===== src/rtl/ppu_fb_writer_if.sv =====
// Signal bundle between the PPU pixel stream / frame reader (master) and the
// framebuffer writer (slave).
interface ppu_fb_writer_if;
   logic       LCD_ON;
   logic [1:0] PPU_MODE;
   logic [1:0] PX_OUT;
   logic       PX_valid;
   logic [7:0] BGP;
   logic       FB_WR;
   logic [13:0] FB_ADDR;
   logic [7:0] FB_DATA;
   logic       FRAME_READY;
   logic       FRONT_SEL;
   logic       FRAME_ACK;
   logic       ERR_CLR;
   logic       OVERRUN;
   logic       UNDERRUN;
   logic       FRAME_DROP;

   modport master (
      output LCD_ON, PPU_MODE, PX_OUT, PX_valid, BGP, FRAME_ACK, ERR_CLR,
      input  FB_WR, FB_ADDR, FB_DATA, FRAME_READY, FRONT_SEL,
             OVERRUN, UNDERRUN, FRAME_DROP
   );

   modport slave (
      input  LCD_ON, PPU_MODE, PX_OUT, PX_valid, BGP, FRAME_ACK, ERR_CLR,
      output FB_WR, FB_ADDR, FB_DATA, FRAME_READY, FRONT_SEL,
             OVERRUN, UNDERRUN, FRAME_DROP
   );
endinterface


===== src/rtl/ppu_fb_writer.sv =====
// Palette-maps the PPU pixel stream, packs four shades per byte and writes them
// into a double-buffered framebuffer, handing finished frames to a reader.
module ppu_fb_writer #(
   parameter int LINE_PX        = 160,
   parameter int LINES          = 144,
   parameter int BYTES_PER_LINE = 40
) (
   input logic            clk,
   input logic            rst,
   ppu_fb_writer_if.slave bus
);

   localparam logic [7:0] X_END     = 8'(LINE_PX);
   localparam logic [7:0] Y_END     = 8'(LINES);
   localparam logic [5:0] LAST_BYTE = 6'(BYTES_PER_LINE - 1);

   typedef enum logic [1:0] {IDLE, ACTIVE, FLUSH} state_t;

   state_t      state_q, state_d;
   logic [7:0]  x_q, x_d, y_q, y_d, pack_q, pack_d;
   logic        back_q, back_d, front_sel_q, front_sel_d;
   logic        ready_q, ready_d, pend_q, pend_d;
   logic [1:0]  mode_prev_q;
   logic        wr_q, wr_d;
   logic [13:0] addr_q, addr_d;
   logic [7:0]  data_q, data_d;
   logic        ovr_q, ovr_d, und_q, und_d, drop_q, drop_d;
   logic        ovr_set, und_set, drop_set;

   logic        lcd, draw, vbl_rise, line_ok, ack_ready, fe_req;
   logic [1:0]  shade;
   logic [7:0]  y_inc;
   logic [12:0] row_base;
   logic [13:0] cur_addr;

   function automatic logic [1:0] pal(input logic [7:0] bgp, input logic [1:0] idx);
      case (idx)
         2'd0:    pal = bgp[1:0];
         2'd1:    pal = bgp[3:2];
         2'd2:    pal = bgp[5:4];
         default: pal = bgp[7:6];
      endcase
   endfunction

   // Left-justify the n shades held in the low bits, padding with shade 0.
   function automatic logic [7:0] pad_byte(input logic [7:0] p, input logic [1:0] n);
      case (n)
         2'd1:    pad_byte = {p[1:0], 6'b0};
         2'd2:    pad_byte = {p[3:0], 4'b0};
         2'd3:    pad_byte = {p[5:0], 2'b0};
         default: pad_byte = 8'h00;
      endcase
   endfunction

   assign lcd       = bus.LCD_ON;
   assign draw      = (bus.PPU_MODE == 2'd3);
   assign vbl_rise  = (bus.PPU_MODE == 2'd1) && (mode_prev_q != 2'd1);
   assign shade     = pal(bus.BGP, bus.PX_OUT);
   assign line_ok   = (y_q < Y_END);
   assign y_inc     = (y_q == 8'hFF) ? y_q : y_q + 8'd1;
   assign row_base  = 13'(y_q) * 13'(BYTES_PER_LINE);
   assign cur_addr  = {back_q, row_base + {7'd0, x_q[7:2]}};
   assign ack_ready = ready_q & ~bus.FRAME_ACK;
   assign fe_req    = vbl_rise | pend_q;

   always_ff @(posedge clk or posedge rst) begin
      if (rst) state_q <= IDLE;
      else     state_q <= state_d;
   end

   always_comb begin
      state_d = state_q;
      case (state_q)
         IDLE:    if (draw) state_d = ACTIVE;
         ACTIVE:  if (!draw) state_d = (x_q == X_END) ? IDLE : FLUSH;
         FLUSH:   if (x_q[7:2] == LAST_BYTE) state_d = IDLE;
         default: state_d = IDLE;
      endcase
      if (!lcd) state_d = IDLE;
   end

   always_comb begin
      x_d         = x_q;
      y_d         = y_q;
      pack_d      = pack_q;
      wr_d        = 1'b0;
      addr_d      = addr_q;
      data_d      = data_q;
      back_d      = back_q;
      front_sel_d = front_sel_q;
      ready_d     = ack_ready;
      pend_d      = pend_q;
      ovr_set     = 1'b0;
      und_set     = 1'b0;
      drop_set    = 1'b0;

      case (state_q)
         ACTIVE: begin
            if (draw) begin
               if (bus.PX_valid) begin
                  if (x_q == X_END) begin
                     ovr_set = 1'b1;
                  end else begin
                     pack_d = {pack_q[5:0], shade};
                     x_d    = x_q + 8'd1;
                     if (x_q[1:0] == 2'd3 && line_ok) begin
                        wr_d   = 1'b1;
                        addr_d = cur_addr;
                        data_d = {pack_q[5:0], shade};
                     end
                  end
               end
            end else if (x_q == X_END) begin
               x_d = 8'd0;
               y_d = y_inc;
            end else begin
               und_set = 1'b1;
            end
         end
         FLUSH: begin
            // After the partial byte the shift register is empty, so the
            // remaining bytes of the line come out as zeros.
            wr_d   = line_ok;
            addr_d = cur_addr;
            data_d = pad_byte(pack_q, x_q[1:0]);
            pack_d = 8'd0;
            if (x_q[7:2] == LAST_BYTE) begin
               x_d = 8'd0;
               y_d = y_inc;
            end else begin
               x_d = {x_q[7:2] + 6'd1, 2'b00};
            end
         end
         default: ;
      endcase

      // A frame end seen while flushing is deferred until the cycle after the flush.
      if (fe_req && lcd) begin
         if (state_q == FLUSH || state_d == FLUSH) begin
            pend_d = 1'b1;
         end else begin
            pend_d = 1'b0;
            if (y_d == Y_END && !ack_ready) begin
               front_sel_d = back_q;
               back_d      = ~back_q;
               ready_d     = 1'b1;
            end else begin
               drop_set = 1'b1;
            end
            y_d = 8'd0;
         end
      end

      if (!lcd) begin
         x_d     = 8'd0;
         y_d     = 8'd0;
         pack_d  = 8'd0;
         wr_d    = 1'b0;
         pend_d  = 1'b0;
         ovr_set = 1'b0;
         und_set = 1'b0;
      end

      ovr_d  = ovr_set  | (ovr_q  & ~bus.ERR_CLR);
      und_d  = und_set  | (und_q  & ~bus.ERR_CLR);
      drop_d = drop_set | (drop_q & ~bus.ERR_CLR);
   end

   always_ff @(posedge clk or posedge rst) begin
      if (rst) begin
         x_q         <= 8'd0;
         y_q         <= 8'd0;
         pack_q      <= 8'd0;
         back_q      <= 1'b0;
         front_sel_q <= 1'b0;
         ready_q     <= 1'b0;
         pend_q      <= 1'b0;
         mode_prev_q <= 2'd0;
         wr_q        <= 1'b0;
         addr_q      <= 14'd0;
         data_q      <= 8'd0;
         ovr_q       <= 1'b0;
         und_q       <= 1'b0;
         drop_q      <= 1'b0;
      end else begin
         x_q         <= x_d;
         y_q         <= y_d;
         pack_q      <= pack_d;
         back_q      <= back_d;
         front_sel_q <= front_sel_d;
         ready_q     <= ready_d;
         pend_q      <= pend_d;
         mode_prev_q <= bus.PPU_MODE;
         wr_q        <= wr_d;
         addr_q      <= addr_d;
         data_q      <= data_d;
         ovr_q       <= ovr_d;
         und_q       <= und_d;
         drop_q      <= drop_d;
      end
   end

   assign bus.FB_WR       = wr_q;
   assign bus.FB_ADDR     = addr_q;
   assign bus.FB_DATA     = data_q;
   assign bus.FRAME_READY = ready_q;
   assign bus.FRONT_SEL   = front_sel_q;
   assign bus.OVERRUN     = ovr_q;
   assign bus.UNDERRUN    = und_q;
   assign bus.FRAME_DROP  = drop_q;

endmodule


===== src/flat_wrapper.sv =====
// flat-port wrapper written by rule: the top's interface ports become plain ports
module ppu_fb_writer_flat 
#(
   parameter int LINE_PX        = 160,
   parameter int LINES          = 144,
   parameter int BYTES_PER_LINE = 40
)
  (clk, rst, bus_LCD_ON, bus_PPU_MODE, bus_PX_OUT, bus_PX_valid, bus_BGP, bus_FRAME_ACK, bus_ERR_CLR, bus_FB_WR, bus_FB_ADDR, bus_FB_DATA, bus_FRAME_READY, bus_FRONT_SEL, bus_OVERRUN, bus_UNDERRUN, bus_FRAME_DROP);
  ppu_fb_writer_if bus_i ();
  input logic clk;
  input logic rst;
  input wire logic [$bits(bus_i.LCD_ON)-1:0] bus_LCD_ON;
  input wire logic [$bits(bus_i.PPU_MODE)-1:0] bus_PPU_MODE;
  input wire logic [$bits(bus_i.PX_OUT)-1:0] bus_PX_OUT;
  input wire logic [$bits(bus_i.PX_valid)-1:0] bus_PX_valid;
  input wire logic [$bits(bus_i.BGP)-1:0] bus_BGP;
  input wire logic [$bits(bus_i.FRAME_ACK)-1:0] bus_FRAME_ACK;
  input wire logic [$bits(bus_i.ERR_CLR)-1:0] bus_ERR_CLR;
  output wire logic [$bits(bus_i.FB_WR)-1:0] bus_FB_WR;
  output wire logic [$bits(bus_i.FB_ADDR)-1:0] bus_FB_ADDR;
  output wire logic [$bits(bus_i.FB_DATA)-1:0] bus_FB_DATA;
  output wire logic [$bits(bus_i.FRAME_READY)-1:0] bus_FRAME_READY;
  output wire logic [$bits(bus_i.FRONT_SEL)-1:0] bus_FRONT_SEL;
  output wire logic [$bits(bus_i.OVERRUN)-1:0] bus_OVERRUN;
  output wire logic [$bits(bus_i.UNDERRUN)-1:0] bus_UNDERRUN;
  output wire logic [$bits(bus_i.FRAME_DROP)-1:0] bus_FRAME_DROP;
  assign bus_i.LCD_ON = bus_LCD_ON;
  assign bus_i.PPU_MODE = bus_PPU_MODE;
  assign bus_i.PX_OUT = bus_PX_OUT;
  assign bus_i.PX_valid = bus_PX_valid;
  assign bus_i.BGP = bus_BGP;
  assign bus_i.FRAME_ACK = bus_FRAME_ACK;
  assign bus_i.ERR_CLR = bus_ERR_CLR;
  assign bus_FB_WR = bus_i.FB_WR;
  assign bus_FB_ADDR = bus_i.FB_ADDR;
  assign bus_FB_DATA = bus_i.FB_DATA;
  assign bus_FRAME_READY = bus_i.FRAME_READY;
  assign bus_FRONT_SEL = bus_i.FRONT_SEL;
  assign bus_OVERRUN = bus_i.OVERRUN;
  assign bus_UNDERRUN = bus_i.UNDERRUN;
  assign bus_FRAME_DROP = bus_i.FRAME_DROP;
  ppu_fb_writer #(.LINE_PX(LINE_PX), .LINES(LINES), .BYTES_PER_LINE(BYTES_PER_LINE)) u_core (.clk(clk), .rst(rst), .bus(bus_i));
endmodule

===== config.mk =====
export PLATFORM = sky130hd
export DESIGN_NAME = ppu_fb_writer_flat
export DESIGN_NICKNAME = d
export VERILOG_FILES = /design/src/rtl/ppu_fb_writer_if.sv /design/src/rtl/ppu_fb_writer.sv /design/src/flat_wrapper.sv
export SDC_FILE = /design/constraint.sdc
export NUM_CORES = 1
export LEC_CHECK = 0
export CAP_MARGIN = 40
export CORE_MARGIN = 4
export CORE_UTILIZATION = 25
export DETAILED_ROUTE_END_ITERATION = 7
export PLACE_DENSITY = 0.49
export SLEW_MARGIN = 25
export SYNTH_ARGS = -nofsm -noshare
export SYNTH_HDL_FRONTEND = slang
export SYNTH_SLANG_ARGS = --single-unit

===== constraint.sdc =====
create_clock -name clk -period 3.9 [get_ports clk]
set_input_delay 0.585 -clock clk [delete_from_list [all_inputs] [get_ports clk]]
set_output_delay 0.585 -clock clk [all_outputs]
set_load 0.01 [all_outputs]

==> results_dict.tcl <==
set metrics [dict create \
    syn2layout_area_growth_pct 22.5 \
    relSlewSlack_pct 48.1 \
    cts_root_buf "clkbuf_16" \
    die-area_um2 16600 \
    vias 3056 \
    die_x_um 129 \
    numCtsBuffers 5 \
    multi_input_area_um2 2080 \
    synth_seq_cells 56 \
    syn-num-nets 428 \
    muxShareOfSynthArea_pct 4.60 \
    worstSetupPathType "flop to flop" \
    crit_chain "inv_1, ha_1, a21boi_1, nand4_1, a2111oi_0, o22a_1, o2111ai_4, nor4_4, mux2_1" \
    cts_tree "built" \
    cp.required_ps 4080 \
    regArea_um2 1400 \
    path_max_fanout 7 \
    yosys.area_share.adder_pct 10.0 \
    synthTopCellsByArea "dfrtp_1, ha_1, o21ai_0" \
    ys_seq_area_share_pct 38.4 \
    firstDrtPassIters 4 \
    nets 474 \
    fmaxAchievable_mhz 307 \
    synth_area_um2 3650 \
    async_reset_ff_share_pct 100 \
    fin_crit_ps 3260 \
    fin_setup_tns_ps 0 \
    min_path_type "flop to flop" \
    wirelength_um 9230 \
    diodes 0 \
    finalNonFillerCells 609 \
    drtIter0Drc 167 \
    ir_drop_uv 178 \
    yosysWarnings 0 \
    crit_end "u_core.bus.FRONT_SEL" \
    mostFrequentLayoutCell "dfrtp_1" \
    cap_violations 0 \
    syn_inst 382 \
    h-tree-depth 2 \
    synth_xor_area_share_pct 3.12 \
    grt_use_total_pct 11.7 \
    syn_avg_cell_area_um2 9.54 \
    fillCellCount 1490 \
    cts_buffer_depth 2 \
    leakage_uw 0.00187 \
    synth_top_family_by_area "compound AO/OA/AOI/OAI gates" \
    worst_setup_path_start_kind "flop" \
    postCtsSetupBuffers 0 \
    synth_top_cell_by_area "dfrtp_1" \
    timing.final.hold_violations 0 \
    synthSimpleGateAreaFrac_pct 17.7 \
    startpoint "u_core.state_q[1]" \
    antenna_found_initial 0 \
    synth-edff-count 0 \
    cts.repair.resized 0 \
    finalSetupViolations 0 \
    hold_buffers 0 \
    port_buffers 45 \
    synth-compound-area-share_pct 21.7 \
    slowest_stage "a2111oi_0" \
    die_h_um 129 \
    tightestPinTransition_ps 779 \
    finClkSkew_ps 5.94 \
    rsz0062_at_grt "false" \
    avgRoutedWirePerCell_um 15.2 \
    synth_top_area_share_pct 38.4 \
    slowest_delay_ps 490 \
    layout_common_cells "dfrtp_1, clkdlybuf4s50_1, nand2_1, inv_1, ha_1" \
    vias_per_cell 5.02 \
    clock_latency_ps 300 \
    grt_pass1_wl_um 15700 \
    ios 46 \
    ys.flop_type "dfrtp_1" \
    synth.distinct_cells 70 \
    row_count 43 \
    r2r_cells 9 \
    grt-ovfl-total 0 \
    grt_max_degree 26 \
    grt_pass1_vias 3119 \
    dp_hpwl_um 7040 \
    drive_above_1_share_pct 8.39 \
    clock-sinks 56 \
    r2r_start "u_core.state_q[1]" \
    ant_nets 0 \
    slew_viol_final 0 \
    cp.arrival_ps 3440 \
    post-route-period-util_pct 83.5 \
    start_util_pct 25.9 \
    status "finished, final reports clean" \
    post-place-cells 601 \
    power.density_nw_per_um2 368 \
    place_congestion 0.832 \
    clk_pin_slew_worst_paths_ps 80 \
    coreArea_um2 14100 \
    drc 0 \
    r2r-end "u_core.bus.FRONT_SEL" \
    rrSetupSlack_ps 640 \
    crit_path_end_kind "flop" \
]
worst max-delay path: cells and delay by family (launching register included):
family | cells | cell delay, ps
and+or+nand+nor | 2 | 710
DFF | 1 | 420
muxes | 1 | 350
AOI/OAI and AO/OA | 4 | 1270
adders and majority gates | 1 | 290
buffers and inverters | 1 | 100
kinds of logic after synthesis:
kind of cell	count (synthesis)
simple gates	121
compound gates	110
buf+inv	41
flops	56
xor+xnor	13
fa+ha+maj	28
mux	13
through the flow:
stage | instance area (µm²) | setup slack [ps] | hold slack [ps] | power (µW) | util (%)
6_report | 4470 | 643 | 498 | 1640 | 31.7
5_1_grt | 4470 | 310 | 527 | 1750 | 31.7
4_1_cts | 4470 | 669 | 504 | 1680 | 31.7
3_5_place_dp | 4320 | 391 | 487 | 1200 | 30.6
3_3_place_gp | 4320 | 423 | 477 | 1190 | 30.6
2_1_floorplan | 3650 | 970 | 454 | 947 | -
state kept, by name, summed over array words and instances (netlist names):
name                    flops
u_core.bus.FRONT_SEL        1
u_core.pend_q               1
u_core.mode_prev_q          2
u_core.state_q              2
u_core.bus.FRAME_READY      1
u_core.back_q               1
u_core.bus.FB_ADDR         14
u_core.bus.FB_WR            1
u_core.bus.FRAME_DROP       1
u_core.pack_q               6
u_core.bus.UNDERRUN         1
u_core.y_q                  8
u_core.bus.OVERRUN          1
u_core.x_q                  8
u_core.bus.FB_DATA          8
Yosys cell counts, types with 3 or more instances:
master      n
nor2b_1     7
nor2_1     25
nand2_1    29
nand3_1    12
a21oi_1    21
nor3_1      5
a211oi_1    4
xor2_1      8
mux2_2      9
and3_1      9
nand4_1     3
and2_1      4
nand2b_1   11
o31ai_1     4
o21a_1      4
nor3b_1     4
o2111ai_1   3
xnor2_1     5
a32oi_1     4
ha_1       26
dfrtp_1    56
a31oi_1     5
o21ai_0    23
inv_1      28
clkbuf_1    8
a22oi_1     3
a32o_1      5
layout make-up:
class	count	area share, %
Timing Repair Buffer	52	11.3
Tap cell	180	5.04
Inverter	28	2.35
Multi-Input combinational cell	285	46.7
Clock inverter	3	0.476
Sequential cell	56	31.4
Clock buffer	5	2.80
worst min path at each step:
stage / start / depth (start not counted) / endpoint
6_report: u_core.bus.OVERRUN / 1 / u_core.bus.OVERRUN
5_1_grt: u_core.bus.FRAME_DROP / 1 / u_core.bus.FRAME_DROP
4_1_cts: u_core.bus.OVERRUN / 1 / u_core.bus.OVERRUN
3_5_place_dp: u_core.bus.OVERRUN / 1 / u_core.bus.OVERRUN
3_3_place_gp: u_core.back_q / 1 / u_core.back_q
2_1_floorplan: u_core.back_q / 1 / u_core.back_q
per-layer routing:
| layer | GRT usage, % | up-vias | share of wire, % |
|---|---|---|---|
| met4 | 2.66 | 0 | 1.2 |
| met5 | 0 | - | 0 |
| li1 | - | 1495 | - |
| met3 | 2.20 | 7 | 4.4 |
| met1 | 15.5 | 1488 | 47 |
| met2 | 19.8 | 66 | 48 |
where the power goes:
group          internal [µW]  switching [µW]
Sequential               672            58.5
Clock                    240             228
Combinational            240             205
Total                   1150             492
Power figures use the tool's default switching activity.
